### config.mk
export PLATFORM = sky130hd
export DESIGN_NAME = keccak_rc_lfsr_gen
export DESIGN_NICKNAME = d
export VERILOG_FILES = /design/src/rtl/keccak_rc_lfsr_gen.sv
export SDC_FILE = /design/constraint.sdc
export NUM_CORES = 1
export LEC_CHECK = 0
export ABC_CLOCK_PERIOD_IN_PS = 1450
export CAP_MARGIN = 0
export CORE_MARGIN = 2
export CORE_UTILIZATION = 40
export CTS_BUF_LIST = sky130_fd_sc_hd__clkbuf_8
export CTS_CLUSTER_DIAMETER = 100
export DETAILED_ROUTE_END_ITERATION = 7
export GPL_TIMING_DRIVEN = 0
export MAX_ROUTING_LAYER = met4
export PLACE_DENSITY = 0.7
export SLEW_MARGIN = 25
export SYNTH_ARGS = -nofsm -noshare
export SYNTH_HDL_FRONTEND = slang
export SYNTH_SLANG_ARGS = --single-unit
### constraint.sdc
create_clock -name clk -period 1.45 [get_ports clk]
set_input_delay 0.145 -clock clk [delete_from_list [all_inputs] [get_ports clk]]
set_output_delay 0.145 -clock clk [all_outputs]
set_load 0.01 [all_outputs]
### src/rtl/keccak_rc_lfsr_gen.sv
// keccak_rc_lfsr_gen: streams Keccak iota round constants built from the rc(t) LFSR, NR per start.
// Build option KECCAK_RC_PARALLEL_EN unrolls the seven LFSR steps so GEN becomes a one-cycle load.
module keccak_rc_lfsr_gen #(
  parameter int NR     = 24,
  parameter int LANE_W = 64
) (
  input  logic              clk,
  input  logic              rst_n,
  input  logic              start,
  input  logic              rc_ready,
  output logic              rc_valid,
  output logic [LANE_W-1:0] rc_data,
  output logic [4:0]        rc_round,
  output logic              rc_last,
  output logic              busy,
  output logic              done
);

  typedef enum logic [1:0] {
    IDLE = 2'd0,
    GEN  = 2'd1,
    OUT  = 2'd2
  } state_t;

  localparam logic [4:0] LAST_ROUND = 5'(NR - 1);

  state_t            state_q, state_d;
  logic [7:0]        lfsr_q, lfsr_d;
  logic [4:0]        round_q, round_d;
  logic              rc_valid_q, rc_valid_d;
  logic [LANE_W-1:0] rc_data_q, rc_data_d;
  logic [4:0]        rc_round_q, rc_round_d;
  logic              rc_last_q, rc_last_d;
  logic              busy_q, busy_d;
  logic              done_q, done_d;

  function automatic logic [7:0] lfsr_step(input logic [7:0] r);
    logic [7:0] s;
    s = {r[6:0], 1'b0};
    if (r[7]) begin
      s = s ^ 8'h71;
    end else begin
      s = s;
    end
    return s;
  endfunction

  // Step j of a round lands on lane bit 2^j - 1.
  function automatic logic [5:0] bit_pos(input logic [2:0] j);
    logic [5:0] p;
    case (j)
      3'd0:    p = 6'd0;
      3'd1:    p = 6'd1;
      3'd2:    p = 6'd3;
      3'd3:    p = 6'd7;
      3'd4:    p = 6'd15;
      3'd5:    p = 6'd31;
      3'd6:    p = 6'd63;
      default: p = 6'd0;
    endcase
    return p;
  endfunction

`ifdef KECCAK_RC_PARALLEL_EN
  function automatic logic [71:0] build_round(input logic [7:0] r);
    logic [7:0]  s;
    logic [63:0] c;
    s = r;
    c = 64'd0;
    for (int j = 0; j < 7; j++) begin
      c[bit_pos(3'(j))] = s[0];
      s = lfsr_step(s);
    end
    return {s, c};
  endfunction

  logic [7:0]  lfsr_adv;
  logic [63:0] rc_full;

  always_comb begin
    {lfsr_adv, rc_full} = build_round(lfsr_q);
  end

  always_comb begin
    state_d    = state_q;
    lfsr_d     = lfsr_q;
    round_d    = round_q;
    rc_valid_d = rc_valid_q;
    rc_data_d  = rc_data_q;
    rc_round_d = rc_round_q;
    rc_last_d  = rc_last_q;
    busy_d     = busy_q;
    done_d     = 1'b0;
    case (state_q)
      IDLE: begin
        if (start) begin
          state_d = GEN;
          lfsr_d  = 8'h01;
          round_d = 5'd0;
          busy_d  = 1'b1;
        end else begin
          busy_d  = 1'b0;
        end
      end
      GEN: begin
        state_d    = OUT;
        lfsr_d     = lfsr_adv;
        rc_valid_d = 1'b1;
        rc_data_d  = rc_full[LANE_W-1:0];
        rc_round_d = round_q;
        rc_last_d  = (round_q == LAST_ROUND);
      end
      OUT: begin
        if (rc_ready && rc_last_q) begin
          state_d    = IDLE;
          rc_valid_d = 1'b0;
          busy_d     = 1'b0;
          done_d     = 1'b1;
        end else if (rc_ready) begin
          // Next constant is loaded on the handshake edge so rc_valid never drops.
          round_d    = round_q + 5'd1;
          lfsr_d     = lfsr_adv;
          rc_data_d  = rc_full[LANE_W-1:0];
          rc_round_d = round_q + 5'd1;
          rc_last_d  = ((round_q + 5'd1) == LAST_ROUND);
        end else begin
          state_d = OUT;
        end
      end
      default: begin
        state_d    = IDLE;
        rc_valid_d = 1'b0;
        busy_d     = 1'b0;
      end
    endcase
  end

  always_ff @(posedge clk) begin
    if (!rst_n) begin
      state_q    <= IDLE;
      lfsr_q     <= 8'h01;
      round_q    <= 5'd0;
      rc_valid_q <= 1'b0;
      rc_data_q  <= '0;
      rc_round_q <= 5'd0;
      rc_last_q  <= 1'b0;
      busy_q     <= 1'b0;
      done_q     <= 1'b0;
    end else begin
      state_q    <= state_d;
      lfsr_q     <= lfsr_d;
      round_q    <= round_d;
      rc_valid_q <= rc_valid_d;
      rc_data_q  <= rc_data_d;
      rc_round_q <= rc_round_d;
      rc_last_q  <= rc_last_d;
      busy_q     <= busy_d;
      done_q     <= done_d;
    end
  end
`else
  logic [2:0]  step_q, step_d;
  logic [63:0] acc_q, acc_d;

  always_comb begin
    state_d    = state_q;
    lfsr_d     = lfsr_q;
    round_d    = round_q;
    step_d     = step_q;
    acc_d      = acc_q;
    rc_valid_d = rc_valid_q;
    rc_data_d  = rc_data_q;
    rc_round_d = rc_round_q;
    rc_last_d  = rc_last_q;
    busy_d     = busy_q;
    done_d     = 1'b0;
    case (state_q)
      IDLE: begin
        if (start) begin
          state_d = GEN;
          lfsr_d  = 8'h01;
          round_d = 5'd0;
          step_d  = 3'd0;
          acc_d   = 64'd0;
          busy_d  = 1'b1;
        end else begin
          busy_d  = 1'b0;
        end
      end
      GEN: begin
        lfsr_d                = lfsr_step(lfsr_q);
        acc_d[bit_pos(step_q)] = lfsr_q[0];
        if (step_q == 3'd6) begin
          step_d     = 3'd0;
          state_d    = OUT;
          rc_valid_d = 1'b1;
          rc_data_d  = acc_d[LANE_W-1:0];
          rc_round_d = round_q;
          rc_last_d  = (round_q == LAST_ROUND);
        end else begin
          step_d     = step_q + 3'd1;
        end
      end
      OUT: begin
        if (rc_ready && rc_last_q) begin
          state_d    = IDLE;
          rc_valid_d = 1'b0;
          busy_d     = 1'b0;
          done_d     = 1'b1;
        end else if (rc_ready) begin
          // LFSR keeps running across rounds; only the accumulator restarts.
          state_d    = GEN;
          rc_valid_d = 1'b0;
          round_d    = round_q + 5'd1;
          acc_d      = 64'd0;
        end else begin
          state_d = OUT;
        end
      end
      default: begin
        state_d    = IDLE;
        rc_valid_d = 1'b0;
        busy_d     = 1'b0;
      end
    endcase
  end

  always_ff @(posedge clk) begin
    if (!rst_n) begin
      state_q    <= IDLE;
      lfsr_q     <= 8'h01;
      round_q    <= 5'd0;
      step_q     <= 3'd0;
      acc_q      <= 64'd0;
      rc_valid_q <= 1'b0;
      rc_data_q  <= '0;
      rc_round_q <= 5'd0;
      rc_last_q  <= 1'b0;
      busy_q     <= 1'b0;
      done_q     <= 1'b0;
    end else begin
      state_q    <= state_d;
      lfsr_q     <= lfsr_d;
      round_q    <= round_d;
      step_q     <= step_d;
      acc_q      <= acc_d;
      rc_valid_q <= rc_valid_d;
      rc_data_q  <= rc_data_d;
      rc_round_q <= rc_round_d;
      rc_last_q  <= rc_last_d;
      busy_q     <= busy_d;
      done_q     <= done_d;
    end
  end
`endif

  assign rc_valid = rc_valid_q;
  assign rc_data  = rc_data_q;
  assign rc_round = rc_round_q;
  assign rc_last  = rc_last_q;
  assign busy     = busy_q;
  assign done     = done_q;

endmodule

# Yosys cells after proc, flatten, opt, wreduce, memory -nomap -nowiden
# Cells that the tools add are included.
# word_totals
reg_bits	155
in_bits	4
# op_classes
n_addsub	2
magnitude_cmp	2
n_eq_ne	15
mux	32
n_bitwise	3
n_reduce_logical	14
# op_table
op	n
$mux W64	3
$pmux W64 S3	1
$bwmux W64	1
$pmux W6 S6	1
$pmux W8 S2	1
$mux W5	3
$ne A2 B2 Y1 const B	5
$pmux W5 S2	1
$reduce_and A2 Y1	5
$eq A3 B3 Y1 const B	3
$mux W2	4
$mux W8	1
$reduce_and A4 Y1	2
$lt A6 B7 Y1 const B	1
$mux W1	7
$mux W7	1
$demux W1 S6	1
$eq A3 B2 Y1 const B	2
$ge A6 B1 Y1 const B	1
$mux W3	2
$mux W6	1
$pmux W1 S3	2
$pmux W2 S3	1
$pmux W3 S2	1
other kinds (14)	17

# Longest topological paths before layout
# Gate-level depths: netlist (run 1).
# logic_depth
word_depth	9
depth_mapped	7

# Worst setup path after synthesis (run 1)
# No wires, ideal clock.
# synth_path
path_type	register -> register
start	register state_q[1]
end	register acc_q[33]
setup_ps	115
t_arrival_ps	1307
slack_ps	28
stages_incl_launch_ff	6
path_buffers	2
synth_period_minus_slack_ps	1422
path_cell_list	dfxtp_1 > or3b_1 > and3_1 > buf_6 > buf_6 > and2_1
# synth_between
elab_chain_len	3
elab_cells_between_ends	9
classes_between	5 x eq/ne; 1 x mux; 3 x reduce/logical
# synth_rtl
item	line	rtl
from (decl)	27	state_t state_q, state_d;
from (signal assigned)	242	state_q <= state_d;
$eq A2 B2 Y1 (tied with other cells)	177	case (state_q)
$ne A2 B2 Y1 (no line) or $reduce_bool A3 Y1 (tied branches)	-	
$reduce_and A4 Y1 (no line)	-	
to (signal assigned)	234	acc_q <= 64'd0;
to (signal assigned)	246	acc_q <= acc_d;
to (decl)	163	logic [63:0] acc_q, acc_d;
# Several ways; a longest one is shown, not always the timed one.
# A chain may end at the register's enable or synchronous reset.

# Worst setup path in the final report (run 1)
# layout_path
start	register state_q[1]
end	register acc_q[51]
# The elaborated chain is that of the path after synthesis.

==> results of run 1 <==
synth_stat cells, drive strengths merged (2+ instances only):
cell / n / share of area
a211oi: 2 / 0.0027
a21oi: 81 / 0.074
a22oi: 9 / 0.012
and2: 57 / 0.065
and3: 2 / 0.0023
and3b: 2 / 0.0032
buf: 25 / 0.026
clkbuf: 34 / 0.023
dfxtp: 154 / 0.56
inv: 2 / 0.0014
mux2i: 6 / 0.011
nand2: 14 / 0.0096
nand2b: 2 / 0.0023
nand3: 80 / 0.073
nand3b: 6 / 0.0082
nor2: 7 / 0.0048
nor2b: 3 / 0.0034
o21ai: 69 / 0.063
o22ai: 3 / 0.0034
o31ai: 2 / 0.0027
o32ai: 2 / 0.0032
or3: 3 / 0.0034
or3b: 3 / 0.0048
or4b: 3 / 0.0055
xor2: 3 / 0.0048
cells by family after synthesis:
group                      Yosys count  share of synthesized area
and+or+nand+nor                    191                     0.2003
adders and majority gates            1                   0.002288
buffers and inverters               61                    0.05058
muxes                                6                    0.01099
xor gates and xnor gates             3                   0.004807
AOI/OAI and AO/OA                  172                     0.1671
DFF                                154                     0.5640
worst reg2reg max path: cells and delay by family, from the launching register on:
| family | cells | cell delay [ns] |
|---|---|---|
| buffers and inverters | 2 | 0.28 |
| flip-flops | 1 | 0.35 |
| AND/OR/NAND/NOR | 3 | 0.79 |
metrics by stage:
stage / power, mW / worst slack (ns) / utilization / cell area [um^2]
after detailed placement: 4.671 / -0.4457 / 0.4842 / 6437
after global routing: 8.612 / -0.09178 / 0.5391 / 7167
after floorplan: 4.569 / 0.02832 / - / 5466
after global placement: 4.659 / -0.3970 / 0.4842 / 6437
final: 8.325 / -0.06313 / 0.5391 / 7167
after CTS: 8.351 / -0.03650 / 0.5284 / 7025
cells in the final DEF, fill, tap and decap left out, drive strengths merged, types with 2 or more instances in the layout:
cell type / instances
dfxtp: 154
a21oi: 81
nand3: 80
dlygate4sd2: 73
o21ai: 69
and2: 57
clkbuf: 57
buf: 29
nand2: 14
a22oi: 9
nor2: 7
nand3b: 6
mux2i: 6
bufinv: 5
inv: 5
or3: 3
xor2: 3
o22ai: 3
clkinv: 3
or3b: 3
or4b: 3
nor2b: 3
and3b: 2
o31ai: 2
clkdlybuf4s50: 2
nand2b: 2
o32ai: 2
and3: 2
a211oi: 2
path summary, 6_finish.rpt:
path	end	depth (start not counted)	slack, ns
max reg2reg	acc_q[51]	5	-0.06
max	acc_q[51]	5	-0.06
min	round_q[4]	3	0.07
min reg2reg	rc_data[21]	2	0.46
final cells by class:
type / instances / area share
plain buffers: 59 / 0.05377
clock buffers: 20 / 0.03841
clock inverters: 11 / 0.02462
inverters: 2 / 0.001047
multi-input cells: 373 / 0.3132
flip-flops and latches: 154 / 0.4310
well taps: 176 / 0.03073
repair buffers: 83 / 0.1072
sequential cells by signal, summed over array words and instances, names as in the netlist, 2 cells and up:
register / flops
state_q: 2
lfsr_q: 8
rc_data: 64
rc_round: 5
acc_q: 63
step_q: 3
round_q: 5
power by group:
| part | switching, mW | internal, mW |
|---|---|---|
| Sequential | 0.0123 | 4.24 |
| Combinational | 0.260 | 0.159 |
| Clock | 1.50 | 2.15 |
| Total | 1.77 | 6.55 |
layer usage:
metal | part of all wire | vias to the layer above | track usage
met5 | 0 | - | -
met4 | 0.023 | 0 | 0.09738
met3 | 0.062 | 32 | 0.05733
met2 | 0.47 | 158 | 0.3002
met1 | 0.44 | 2156 | 0.2413
li1 | - | 2252 | -
repair_timing:
item	4_1_cts	5_1_grt
pin swaps	31	1
gates cloned	4	0
gates resized for setup	133	74
buffers inserted	4	0
hold buffers	0	0
setup endpoints to repair	213	147
==> impl_results.md, run 1 <==
* # fillers at 1,249
* Netlist cell types at 44
* Max transition margin at 0.5423
* Hold_sp: rst_n
* Syn_area_per_cell at 9.297 um^2
* Clock Pin Slew Worst Setup and Hold Paths at 0.08 ns
* Largest net degree at the start of global routing at 17
* WHS at 0.06561 ns
* FF-to-FF Start: state_q[1]
* Flip-flop and latch area at 3089 um^2
* Clk_skew at 0.01172 ns
* IO Pins at 77
* Vias in the first global route at 4,564
* Leakage power at 2.953 nW
* Pins over their slew limit at 0
* Routed WL per cell at 15.62 um
* Total number of vias at 4,598
* PwrDens at 1162 nW/um^2
* Routed vias/inst at 5.237
* Peak supply drop at 536.0 uV
* HPWL Detailed at 9018 um
* EDFF count, synth at 0
* Least-Margin Pin Slew at 0.6865 ns
* Prevailing post-synth register cell: dfxtp_1
* Fmax at 660.9 MHz
* Register area share after synthesis at 0.5640
* CTS H-tree depth at 4
* First-pass GRT wire length at 22,110 um
* Setup_tns at -1.612 ns
* Failing checks: setup timing
* MaxCap Viol Count at 0
* Crit path cell chain: or3b_4, and3_4, buf_8, buf_6, and2_4
* Share of cells above drive strength 1 at 0.1866
* TritonCTS clock tree: built
* CP top delay family: simple AND/OR/NAND/NOR gates
* Hold Fails Final Rpt at 0
* Placer congestion estimate at 0.8641
* Worst EP arrival at 1.86 ns
* Die Ht at 120.9 um
* Mapped Area at 5466 um^2
* Synth Net Count at 593
* Detailed Route Iter0 Violations at 296
* Total GRT Usage at 0.1979
* Async set or reset register ratio after synthesis at 0
* CP Capture Type: register
* Startpoint types: register
* Residual DRC at 0
* Core area at 13,300 um^2
* CTS max path bufs at 2
* Synth Instances at 588
* CP max stage delay at 0.42 ns
* CP Data Required Time at 1.80 ns
* Drt total wl at 13,720 um
* Minimum clock period at 1.513 ns
* Chip width at 120.9 um
* Buf/Inv on CP at 2
* Final std cells w/o fill at 878
* Post-synthesis register bit count at 154
* Setup ws final at -0.06313 ns
* Initial DRT Pass Iterations at 5
* Clk sink count at 154
* Synth-to-Final Area Change at 31.11%
* Inst Count DP at 839
* Ys Warns at 0
* NumNets Final at 695
* Area of the multi-input gates at 2245 um^2
* Final worst-path cycle share at 1.044
* Die ar. at 14,620 um^2
* Unrepaired setup endpoints after global routing: yes
* CP max stage cell: or3b_4
* Final setup vio count at 42
* Initial Util at 0.4112
* Initial antenna violation count at 0
* Detail Route Antenna Nets at 0
* Critical path origin: state_q[1]
* Ant diodes at 0
* Critical setup path kind: reg2reg
* CTS root buf: clkbuf_8
* # port buffers at 75
* GRT overflow at 0
* Std-Cell Rows at 42
* Num CTS Buffers at 17
* Crit Path Max Fanout at 7
* Hold Crit Class: in2reg
* Worst skew pair latency at 0.45 ns
* Status: finished with violations
(Power assumes the default switching activity.)
==> run 2: changes to the inputs <==
Settings changed: ABC_CLOCK_PERIOD_IN_PS 1450 to 1600, CORE_ASPECT_RATIO from default to 1.75, PLACE_DENSITY 0.7 to 0.68.
Clock period 1.45 ns to 1.6 ns, I/O delays scaled along.
==> run 2 against run 1 <==
Effect of this change:
- the run now ends clean
- via count decreased by 1.7%
- utilization down 2.6 points
- sequential power down 9.4%
- clock-buffer cell count fell by 2
- routed wire length fell by 4.9%
- non-clock buffer count is 7 lower
- setup slack improved by 0.098 ns
- register-to-register slack improved by 0.098 ns
- clock skew down 0.0026 ns
- largest cell class unchanged
==> impl_results.md, run 2 (synthesis results as in run 1) <==
* Pins over their slew limit at 0
* Vias in the first global route at 4,456
* Std-Cell Rows at 56
* Clk_skew at 0.009137 ns
* Critical setup path kind: reg2reg
* Initial Util at 0.4085
* Drt total wl at 13,050 um
* Total number of vias at 4,519
* GRT overflow at 0
* Hold Fails Final Rpt at 0
* # port buffers at 75
* Leakage power at 2.401 nW
* Cell repeated most along the worst path: buf_6
* Clock Pin Slew Worst Setup and Hold Paths at 0.09 ns
* Detailed Route Iter0 Violations at 192
* Initial antenna violation count at 0
* Buf/Inv on CP at 2
* CP max stage delay at 0.45 ns
* Peak supply drop at 523.1 uV
* Num CTS Buffers at 17
* MaxCap Viol Count at 0
* Share of cells above drive strength 1 at 0.1078
* TritonCTS clock tree: built
* # fillers at 1,253
* CTS H-tree depth at 4
* CP max stage cell: or3b_1
* HPWL Detailed at 9217 um
* NumNets Final at 688
* Hold Crit Class: in2reg
* Crit Path Max Fanout at 10
* Total power at 6.836 mW
* First-pass GRT wire length at 21,530 um
* Area of the multi-input gates at 2118 um^2
* Ant diodes at 0
* CP Capture Type: register
* Routed WL per cell at 15.00 um
* Total GRT Usage at 0.1909
* Residual DRC at 0
* Max FFs per register at 64
* Worst skew pair latency at 0.44 ns
* Fmax at 639.1 MHz
* Initial DRT Pass Iterations at 4
* CTS root buf: clkbuf_8
* Core area at 13,380 um^2
* Final std cells w/o fill at 870
* Inst Count DP at 837
* Unrepaired setup endpoints after global routing: no
* Most common cell after layout, fill and taps aside: dfxtp_1
* Placer congestion estimate at 0.8953
* Final setup vio count at 0
* IO Pins at 77
* Hold-fix buffers, CTS at 0
* Largest net degree at the start of global routing at 19
* PwrDens at 995.9 nW/um^2
* Most frequent cells in the layout: 152 x dfxtp_1, 81 x a21oi_1, 80 x nand3_1, 74 x clkdlybuf4s50_1, 69 x o21ai_0
* Worst EP arrival at 1.90 ns
* Final worst-path cycle share at 0.9780
* CP Data Required Time at 1.93 ns
* Status: completed
* CP top delay family: simple AND/OR/NAND/NOR gates
* Least-Margin Pin Slew at 0.5396 ns
* Routed vias/inst at 5.194
* Synth-to-Final Area Change at 25.57%
* Detail Route Antenna Nets at 0
* Clk sink count at 154
* Die Ht at 158.7 um
* Startpoint types: register
* Die ar. at 14,650 um^2
* Max transition margin at 0.6403
* Minimum clock period at 1.565 ns
* Flip-flop and latch area at 3085 um^2
* CTS max path bufs at 2
* Chip width at 92.37 um
* Crit path cell chain: or3b_1, and3_4, buf_6, buf_6, and2_1
run 2: cell type report:
type | instances | share of cell area
Sequential cell | 154 | 0.4495
Multi-Input combinational cell | 373 | 0.3086
Timing Repair Buffer | 77 | 0.1119
Buffer | 58 | 0.04411
Clock buffer | 18 | 0.03609
Tap cell | 174 | 0.03172
Clock inverter | 14 | 0.01695
Inverter | 2 | 0.001094
run 2: path summary, 6_finish.rpt:
check	from	end	slack, ns	cells past startpoint
min reg2reg	acc_q[21]	acc_q[21]	0.46	1
max	state_q[1]	acc_q[61]	0.04	5
max reg2reg	state_q[1]	acc_q[61]	0.04	5
min	rst_n	round_q[4]	0.11	3
run 2: routing by layer:
layer	global-route usage	share of wire	vias to the layer above	routed length, um
met5	-	0	-	0
met4	0.08529	0.034	0	439
met3	0.04117	0.036	30	471
met2	0.3316	0.51	99	6684
met1	0.2089	0.42	2150	5451
li1	-	-	2240	-
run 2: where the power goes:
group / leakage (nW) / total (mW) / switching (mW) / internal, mW
clock: 0.168 / 2.67 / 1.53 / 1.15
combinational: 0.991 / 0.311 / 0.219 / 0.0919
sequential: 1.24 / 3.85 / 0.0109 / 3.84
run 2: per-stage QoR:
step | hold slack, ns | setup TNS, ns | instance area, um^2 | worst slack (ns) | util
after floorplan | 0.3418 | 0 | 5466 | 0.1783 | -
after global placement | 0.4415 | -18.30 | 6435 | -0.3140 | 0.4808
after detailed placement | 0.4433 | -20.23 | 6435 | -0.3321 | 0.4808
after CTS | 0.07951 | 0 | 6814 | 0.003079 | 0.5092
after global routing | 0.09761 | 0 | 6864 | 0.004511 | 0.5129
final | 0.1079 | 0 | 6864 | 0.03520 | 0.5129
run 2: worst min-delay path, stage by stage:
cell and delay, ns:
buf_2 0.18, nand3_1 0.10, mux2i_1 0.06
run 2: repair_timing:
| action | 4_1_cts | 5_1_grt |
|---|---|---|
| setup buffers | 0 | 2 |
| endpoints found under the setup margin | 15 | 87 |
| gates resized for setup | 9 | 25 |
| pin swaps | 0 | 0 |
==> run 3: changes to the inputs <==
Settings changed: SLEW_MARGIN 25 to 20, TNS_END_PERCENT from default to 30.
==> run 3 against run 2 <==
Effect of this change:
- global-route usage is the same
- flip-flop and latch count unchanged
- die area stayed put
- critical path depth shrank 4
- routed wire length rose by 0.21%
- worst hold slack worse by 0.0048 ns
- via count grew 0.18%
- combinational power barely moved
- sequential share of layout area up 0.090 points
- final area shrank 0.20%
- critical path type is now reg2out
- highest routed layer unchanged
==> impl_results.md, run 3 (synthesis results as in run 1) <==
* Hold_sp: rst_n
* Ant diodes at 0
* MaxCap Viol Count at 0
* Worst reg2reg path depth at 5
* Area of the multi-input gates at 2121 um^2
* Std-Cell Rows at 56
* # fillers at 1,249
* Hold Path End: round_q[4]
* # port buffers at 75
* HPWL Detailed at 9217 um
* CP max stage delay at 0.56 ns
* Most frequent cells in the layout: 152 x dfxtp_1, 81 x a21oi_1, 80 x nand3_1, 74 x clkdlybuf4s50_1, 69 x o21ai_0
* CP Data Required Time at 1.44 ns
* Clk_skew at 0.01095 ns
* Num CTS Buffers at 17
* Final std cells w/o fill at 868
* GRT overflow at 0
* Total number of vias at 4,527
* R2R Path End: acc_q[61]
* Clock Power Share at 0.391
* TritonCTS clock tree: built
* Clk sink count at 154
* CTS max path bufs at 2
* GR Layer Usage met2 at 0.3316
* Unrepaired setup endpoints after global routing: no
* Most common cell after layout, fill and taps aside: dfxtp_1
* Synth-to-Final Area Change at 25.31%
* Initial antenna violation count at 0
* Gr busiest metal: met2
* Vias in the first global route at 4,456
* Hold Fails Final Rpt at 0
* Least-Margin Pin Slew at 0.5485 ns
* Core area at 13,380 um^2
* Leakage power at 2.389 nW
* Hold path depth at 3
* Minimum clock period at 1.537 ns
* Chip width at 92.37 um
* Peak supply drop at 525.4 uV
* Flip-flop and latch area at 3085 um^2
* Drt total wl at 13,070 um
* Routed vias/inst at 5.215
* Placer congestion estimate at 0.8953
* Initial Util at 0.4085
* Worst skew pair latency at 0.45 ns
* Clock Pin Slew Worst Setup and Hold Paths at 0.09 ns
* Final Instance Area at 6850 um^2
* Buf/Inv on CP at 1
* Worst EP arrival at 1.38 ns
* Routed WL per cell at 15.06 um
* Startpoint types: register
* CTS H-tree depth at 4
* IO Pins at 77
* Residual DRC at 0
* Status: completed
* Initial DRT Pass Iterations at 7
* P_int at 5.081 mW
* Power share of the sequential group at 0.563
* CTS root buf: clkbuf_8
* WHS at 0.1030 ns
* Max FFs per register at 64
* Placed Area at 6435 um^2
* Hold Crit Class: in2reg
* Detail Route Antenna Nets at 0
* Total GRT Usage at 0.1909
* M1 GR Usage at 0.2089
* Share of cells above drive strength 1 at 0.1052
* Crit Path Max Fanout at 2
* Met3 usage at 0.04117
* Sw frac at 0.2574
* Final worst-path cycle share at 0.9604
* Setup_tns at 0 ns
* Die Ht at 158.7 um
* Fmax at 650.7 MHz
* Reg2reg setup slack at 0.07 ns
* First-pass GRT wire length at 21,530 um
* Final setup vio count at 0
* Postcts setup bufs at 0
* CP top delay family: buffers and inverters
* Sw Pwr at 1.761 mW
* CP Capture Type: output pin
* PwrDens at 998.9 nW/um^2
* Die ar. at 14,650 um^2
* Critical setup path kind: reg2out
* CP max stage cell: clkdlybuf4s50_1
* NumNets Final at 686
* FF-to-FF Start: state_q[1]
* Max transition margin at 0.6343
* Inst Count DP at 837
* Pins over their slew limit at 0
* Crit path cell chain: clkdlybuf4s50_1
* Total power at 6.842 mW
* Detailed Route Iter0 Violations at 207
* Combinational Power Share at 0.046
* Largest net degree at the start of global routing at 19
## run 3: repair_timing
| action | CTS | global route |
|---|---|---|
| endpoints found under the hold margin | 0 | 0 |
| gates cloned | 0 | 0 |
| setup endpoints to repair | 15 | 88 |
| resized for setup | 8 | 26 |
| hold buffers | 0 | 0 |
## run 3: metrics by stage
step | util | setup WS (ns)
after floorplan | - | 0.1783
after global placement | 0.4808 | -0.3140
after detailed placement | 0.4808 | -0.3321
after CTS | 0.5091 | 0.001074
after global routing | 0.5119 | 0.005833
final | 0.5119 | 0.06328
## run 3: worst max path at each step
stage	depth (start not counted)	start	slack (ns)	to
2_1_floorplan	5	state_q[1]	0.18	acc_q[33]
3_3_place_gp	6	start	-0.31	acc_q[62]
3_5_place_dp	6	start	-0.33	acc_q[61]
4_1_cts	5	step_q[2]	0.001	rc_data[35]
5_1_grt	4	step_q[1]	0.006	step_q[2]
6_report	1	rc_data[47]	0.06	rc_data[47]
## run 3: metal layers
metal  vias to the layer above  wire length [um]  share of wire
met1                      2153              5487           0.42
met4                         0               427          0.033
met2                       106              6731           0.51
met3                        31               427          0.033
li1                       2237                 -              -
met5                         -                 0              0
## run 3: cell type report
type | count | share of cell area
Tap cell | 174 | 0.03178
Multi-Input combinational cell | 373 | 0.3096
Clock buffer | 18 | 0.03616
Buffer | 58 | 0.04402
Inverter | 2 | 0.001096
Clock inverter | 14 | 0.01699
Sequential cell | 154 | 0.4504
Timing Repair Buffer | 75 | 0.1100
## run 3: power groups by stage
stage	Combinational, mW	Sequential [mW]	Clock [mW]
floorplan	0.200	3.94	0
global placement	0.288	3.94	0
detailed placement	0.296	3.94	0
CTS	0.303	3.85	2.74
global route	0.341	3.86	2.92
finish	0.313	3.85	2.68
